$ cat config.mk
export PLATFORM = sky130hd
export DESIGN_NAME = wb_mem_unit
export DESIGN_NICKNAME = d
export VERILOG_FILES = /design/src/rtl/wb_mem_unit.sv
export SDC_FILE = /design/constraint.sdc
export NUM_CORES = 1
export LEC_CHECK = 0
export CORE_ASPECT_RATIO = 1.4
export CORE_MARGIN = 4
export CORE_UTILIZATION = 38
export CTS_CLUSTER_DIAMETER = 150
export DETAILED_ROUTE_END_ITERATION = 10
export GPL_ROUTABILITY_DRIVEN = 0
export GPL_TIMING_DRIVEN = 0
export PLACE_DENSITY_LB_ADDON = 0.08
export SYNTH_ARGS = -nofsm -noshare
export SYNTH_HDL_FRONTEND = slang
export SYNTH_SLANG_ARGS = --single-unit
$ cat constraint.sdc
create_clock -name clk -period 1.65 [get_ports clk]
set_clock_uncertainty 0.1 [all_clocks]
set_input_delay 0.2475 -clock clk [delete_from_list [all_inputs] [get_ports clk]]
set_output_delay 0.2475 -clock clk [all_outputs]
set_load 0.01 [all_outputs]
$ cat src/rtl/wb_mem_unit.sv
// Memory-access / write-back stage: ALU pass-through, LDR/STR handshake with a data SRAM.
// Optional MEM_TIMEOUT_EN aborts an access after MEM_TIMEOUT busy cycles and sets mem_err.
module wb_mem_unit #(
  parameter int unsigned DATA_W      = 32,
  parameter int unsigned MEM_BASE    = 1024,
  parameter int unsigned MEM_TIMEOUT = 64
) (
  input  logic              clk,
  input  logic              rst,
  input  logic              in_valid,
  input  logic              mem_r_en,
  input  logic              mem_w_en,
  input  logic              wb_en,
  input  logic [3:0]        dest,
  input  logic [DATA_W-1:0] alu_result,
  input  logic [DATA_W-1:0] val_rm,
  output logic              freeze,
  output logic              mem_req,
  output logic              mem_we,
  output logic [DATA_W-1:0] mem_addr,
  output logic [DATA_W-1:0] mem_wdata,
  input  logic              mem_ready,
  input  logic [DATA_W-1:0] mem_rdata,
  output logic              WB_WB_EN,
  output logic [3:0]        WB_Dest,
  output logic [DATA_W-1:0] WB_Value,
  output logic              mem_err
);

  typedef enum logic {IDLE, BUSY} state_t;

  state_t      state;
  logic        lat_wb_en;
  logic        lat_load;
  logic [3:0]  lat_dest;
  logic        memop;
  logic        tmo;
  logic        done;

  assign memop = in_valid & (mem_r_en | mem_w_en);

`ifdef MEM_TIMEOUT_EN
  localparam int unsigned CNT_W = $clog2(MEM_TIMEOUT) + 1;

  logic [CNT_W-1:0] cnt;

  // Timeout only when the SRAM has not answered in the same cycle.
  assign tmo = (state == BUSY) & ~mem_ready & (cnt == CNT_W'(MEM_TIMEOUT - 1));

  always_ff @(posedge clk or negedge rst) begin
    if (!rst) begin
      cnt     <= '0;
      mem_err <= 1'b0;
    end else begin
      cnt <= (state == BUSY) ? cnt + CNT_W'(1) : '0;
      if (tmo) mem_err <= 1'b1;
    end
  end
`else
  // No abort path in this build; the term only keeps MEM_TIMEOUT referenced.
  assign tmo     = (MEM_TIMEOUT == 0) & 1'b0;
  assign mem_err = 1'b0;
`endif

  assign done   = mem_ready | tmo;
  assign freeze = (state == IDLE) ? memop : ~done;

  always_ff @(posedge clk or negedge rst) begin
    if (!rst) begin
      state     <= IDLE;
      lat_wb_en <= 1'b0;
      lat_load  <= 1'b0;
      lat_dest  <= '0;
      mem_req   <= 1'b0;
      mem_we    <= 1'b0;
      mem_addr  <= '0;
      mem_wdata <= '0;
      WB_WB_EN  <= 1'b0;
      WB_Dest   <= '0;
      WB_Value  <= '0;
    end else begin
      WB_WB_EN <= 1'b0;
      case (state)
        IDLE: begin
          if (memop) begin
            lat_wb_en <= wb_en;
            lat_load  <= mem_r_en;
            lat_dest  <= dest;
            mem_req   <= 1'b1;
            mem_we    <= mem_w_en & ~mem_r_en;
            mem_addr  <= (alu_result - DATA_W'(MEM_BASE)) >> 2;
            mem_wdata <= val_rm;
            state     <= BUSY;
          end else if (in_valid) begin
            WB_WB_EN <= wb_en;
            WB_Dest  <= dest;
            WB_Value <= alu_result;
          end
        end
        BUSY: begin
          if (done) begin
            mem_req <= 1'b0;
            mem_we  <= 1'b0;
            state   <= IDLE;
            // Stores and aborted accesses never pulse the register-file write.
            if (!tmo) begin
              WB_WB_EN <= lat_wb_en & lat_load;
              WB_Dest  <= lat_dest;
              WB_Value <= lat_load ? mem_rdata : '0;
            end
          end
        end
        default: state <= IDLE;
      endcase
    end
  end

endmodule

Word-level counts from Yosys, hierarchy flattened
Index checks and enable logic that the tools add are counted.
- flip-flop bits (word level): 108
- input bits: 107
- word-level logic and storage cells: 48
- add/subtract/negate cells: 1
- equality and inequality tests: 4
- multiplexer cells: 22
- bitwise gates (word level): 7
- reductions and logical operators: 3
- operators by type and width (cell ; number):
    32-bit 2-to-1 mux ; 4
    32-bit one-hot mux with 2 select lines ; 1
    32-bit by 11-bit subtractor with 32-bit output, second input constant ; 1
    4-bit 2-to-1 mux ; 3
    1-bit 2-to-1 mux ; 9
    2-bit != test, second input constant ; 4
    1-bit one-hot mux with 2 select lines ; 4
    4-bit one-hot mux with 2 select lines ; 1
    2-bit AND reduction ; 2
    1-bit bitwise AND ; 3
    1-bit inverter ; 3
    3-bit AND reduction ; 1
    1-bit bitwise OR ; 1

Logic depth before layout (Yosys ltp)
- word-level depth: 4
- depth in mapped cells: 7
- depth with buffers taken out: 6

Worst setup path after synthesis
No wires, ideal clock.
- kind: input to register
- from: input alu_result[15]
- to: register mem_addr[25]
- library setup time: 0.124 ns
- arrival time: 1.691 ns
- required time: 1.426 ns
- slack: -0.265 ns
- cell stages on the path: 6
- path buffers: 2
- path through: buf_6 > or4_4 > buf_6 > nor4_4 > a211oi_1 > a211o_1
- longest elaborated chain between the ends: 1
- ends and longest elaborated chain (item ; RTL line ; text):
    start: declaration ; 15 ; input logic [DATA_W-1:0] alu_result,
    32-bit by 11-bit subtractor with 32-bit output ; 91 ; mem_addr <= (alu_result - DATA_W'(MEM_BASE)) >> 2;
    end signal: assignment ; 91 ;
    end: declaration ; 20 ; output logic [DATA_W-1:0] mem_addr,
No other way between the ends.
A chain may end at the register's enable or synchronous reset.

Worst setup path after layout
- from: register state
- to: output freeze
- longest elaborated chain between the ends: 1
- ends and longest elaborated chain (item ; RTL line ; text):
    start: declaration ; 32 ; state_t state;
    start signal: assignment ; 70 ; state <= IDLE;
    start signal: assignment ; 93 ; state <= BUSY;
    start signal: assignment ; 104 ; state <= IDLE;
    1-bit 2-to-1 mux ; 66 ; assign freeze = (state == IDLE) ? memop : ~done;
    end: declaration ; 17 ; output logic freeze,
No other way between the ends.

==> summary by stage <==
Run status
The run finished, with violations left. The checks that failed: negative setup slack.

Logic synthesis
The count of synthesis-stage warnings from yosys is 0. In this run, synthesis inferred 0 flip-flops with an integrated enable. The combined area of all synthesized cells is 4720 um2.

Yosys mapped the design onto 40 distinct sky130hd cell types. Of all flip-flops after synthesis, the portion carrying an async set or reset was 1.00. The synthesized design contains 108 register bits. Of the synthesized area, sequential elements account for 0.572.

The largest total area in the synthesized netlist belongs to dfrtp_1. Among all cell types in the netlist, the one instantiated most often is nand2_1. By area the synthesized netlist is led by dfrtp_1, nand2_1, a22oi_1, a21oi_1, nor2_1. The most used flip-flop cell after synthesis is dfrtp_1. In this run the mean area of a mapped cell was 9.17 um2. The number of cells produced by synthesis is 515. The top-area cell type share of the netlist area is 0.572. The commonest cells after synthesis are nand2_1, dfrtp_1, nor2_1.

Clock network
The CTS tree is built. The number of H-tree levels is 3. In this run, CTS created clock tree buffers numbering 9. The insertion delay of the later-clocked pin in the worst-skew pair is 340 ps. The number of clock sinks is 108. The clock passes through at most 2 buffers. The root buffer cell chosen for the clock tree is clkbuf_16.

The clock edge transition at the registers on the reported setup and hold paths is 70 ps.

STA
The summed negative setup slack over all endpoints is -691 ps. Setup repair after global routing could not meet its margin everywhere. The number of setup violations in the final report is 24. The maximum frequency from static timing analysis is 551 MHz. The headroom to the max-slew limit is 0.615.

In the post-route analysis, the smallest setup slack over all paths is -164 ps. The number of pins with negative max-slew slack in the final report came to 0. Dividing the final minimum period by the clock period gives 1.10. The number of hold-slack violations in the final timing report is 0. The clock period minus worst slack is 1810 ps. For the pin with the worst max-slew slack, the measured transition is 577 ps.

Routing
The starting DRC count in detailed routing is 183. The final layout contains routed wiring with a total length of 16500 um. In the routed design, unresolved DRC markers number 0. The average wire per cell in the routed design is 18.1 um. Once detail routing completed, the nets flagged for antenna violations numbered 0. The number of vias in the routed layout is 4682. The first-pass detailed-route iteration total is 4.

The via density per instance is 5.12.

Place
The count of buffers added on input and output ports is 207. The standard cell area after detailed placement is 7030 um2. The wire-length estimate of the detail-placed layout is 12000 um. The minimum setup slack after placement is -1580 ps.

Global routing
The global-route wire length before repair is 25600 um. The number of global-route vias before repair is 4927. The maximum number of pins on one net before global-route repair is 68. The overall fraction of global-route tracks in use is 0.229. The total overflow left after global routing is 0. The number of antenna violations at the first check in global routing is 0.

Power
The sequential group share of total power is 0.398. Of the total power, the clock network draws 0.230. The part of the power in combinational logic is 0.372. For this design the ratio of total power to cell area is 1160 nW/um2.

The switching power summed over all nets is 0.00295 W. The worst-case IR drop observed on VDD is 0.000765 V. Cell internal power was estimated by the tool at 0.00627 W. Of the total power, the share spent switching nets is 0.320. In this run the static leakage power is 3.63 nW.

Floorplanning
The effective utilization at floorplan is 0.394. The die height is 140 um. 212 I/O pins were placed.

The number of placement rows is 47. The die outline width is 102 um. The area enclosed by the die boundary is 14300 um2. In this run the standard cell core region covers 12000 um2.

Worst setup path
Along the worst path, the maximum fanout reaches 2. The kind of end point of the critical path is an output port. Data on the critical path arrives at its endpoint at 1470 ps. STA classifies the critical path startpoint as a register.

The worst setup path category is register to output port. The data required time of the worst path is 1300 ps.

Finish
The filler cells instantiated in the layout total 991. For this run, the post-layout net count is 871. Of the cells placed in the final design, the portion with a size suffix greater than 1 is 0.184. The post-route cell area is 7950 um2. The layout overhead on the synthesized area is 68.3%. The number of antenna cells inserted is 0.

Job
The tool flagged a number of max-cap violations equal to 0.

Hold path
The worst min-delay path class is input port to register.
==> per-stage QoR <==
stage	std cells	total power [W]	hold WS, ps	util
final	915	0.00922	97.0	0.662
after global placement	871	0.00687	357	0.584
after detailed placement	872	0.00695	183	0.586
after global routing	915	0.00974	122	0.662
after CTS	903	0.00922	91.9	0.642
after floorplan	517	0.00491	-148	-
==> registers in the layout, indices dropped and copies added, names as in the netlist <==
name,cells
WB_Value,32
lat_wb_en,1
mem_we,1
WB_WB_EN,1
lat_load,1
lat_dest,4
WB_Dest,4
mem_addr,30
state,1
mem_wdata,32
mem_req,1
==> cells in the final DEF, fill, tap and decap left out, types with 4 or more instances in the layout <==
master and instances:
nor4_4 5, xnor2_1 9, mux2i_1 4, buf_6 9, dlymetal6s2s_1 12, or4_4 4, dfrtp_1 108, buf_2 9
a31oi_1 7, a21oi_1 41, nor2_2 4, o21ai_0 7, o21ai_1 7, inv_1 4, dlygate4sd2_1 7, nor2_1 44
nand2_2 6, clkbuf_16 13, nand2_1 145, buf_4 32, a22oi_1 31, clkbuf_2 12, clkbuf_4 5, clkbuf_8 5
clkdlybuf4s50_1 171
==> power groups by stage <==
stage	Combinational, W	Sequential (W)	Clock, W
after global placement	0.00317	0.00370	0
after detailed placement	0.00323	0.00372	0
after CTS	0.00338	0.00367	0.00216
after floorplan	0.000913	0.00400	0
final	0.00343	0.00367	0.00212
after global routing	0.00372	0.00376	0.00226
==> final timing paths <==
check,from,to,slack [ps],cells after the start
hold reg to reg,lat_dest[2],lat_dest[2],380,2
hold / removal,alu_result[10],mem_addr[8],100,2
setup reg to reg,state,WB_Value[16],-60,7
max in group asynchronous,rst,mem_wdata[20],380,3
min in group asynchronous,rst,mem_addr[14],330,2
setup / recovery,state,freeze,-160,6
==> timing repair <==
action	4_1_cts	5_1_grt
hold endpoints to repair	41	0
hold buffers	1	0
pin swaps	12	18
cloned	0	2
buffers inserted	18	11
gates resized for setup	118	94
setup endpoints to repair	109	110
==> layout make-up <==
class | count | area, um2 | area share
Multi-Input combinational cell | 364 | 2070 | 0.261
Clock buffer | 10 | 239 | 0.0301
Buffer | 33 | 349 | 0.0439
Sequential cell | 108 | 2700 | 0.340
Inverter | 7 | 30.0 | 0.00378
Tap cell | 147 | 184 | 0.0231
Timing Repair Buffer | 240 | 2320 | 0.292
Clock inverter | 6 | 47.5 | 0.00598
==> cell families (layout without fill, tap and decap cells) <==
logic type,count (synthesis),after routing,share of synthesized area
mux,4,4,0.00848
compound gates,107,107,0.140
buf+inv,45,296,0.0416
other cells,1,3,0.000794
flops,108,108,0.572
xor+xnor,11,11,0.0204
fa+ha+maj,1,1,0.00265
simple gates,238,238,0.214
==> worst max-delay path: stages (launching register included) <==
cell and delay (ps):
dfrtp_1 420, nor2b_4 170, o21ai_4 90, buf_8 130, clkbuf_16 140, o21ai_4 50, buf_6 120
==> metal layers <==
metal  GRT usage  vias up  wire [um]
met5           0        -          0
met4       0.101        0        608
met3      0.0567       37       1150
met2       0.385      172       8470
met1       0.272     2244       6290
li1            -     2229          -
Note: power is estimated with default switching activity, not from simulation.
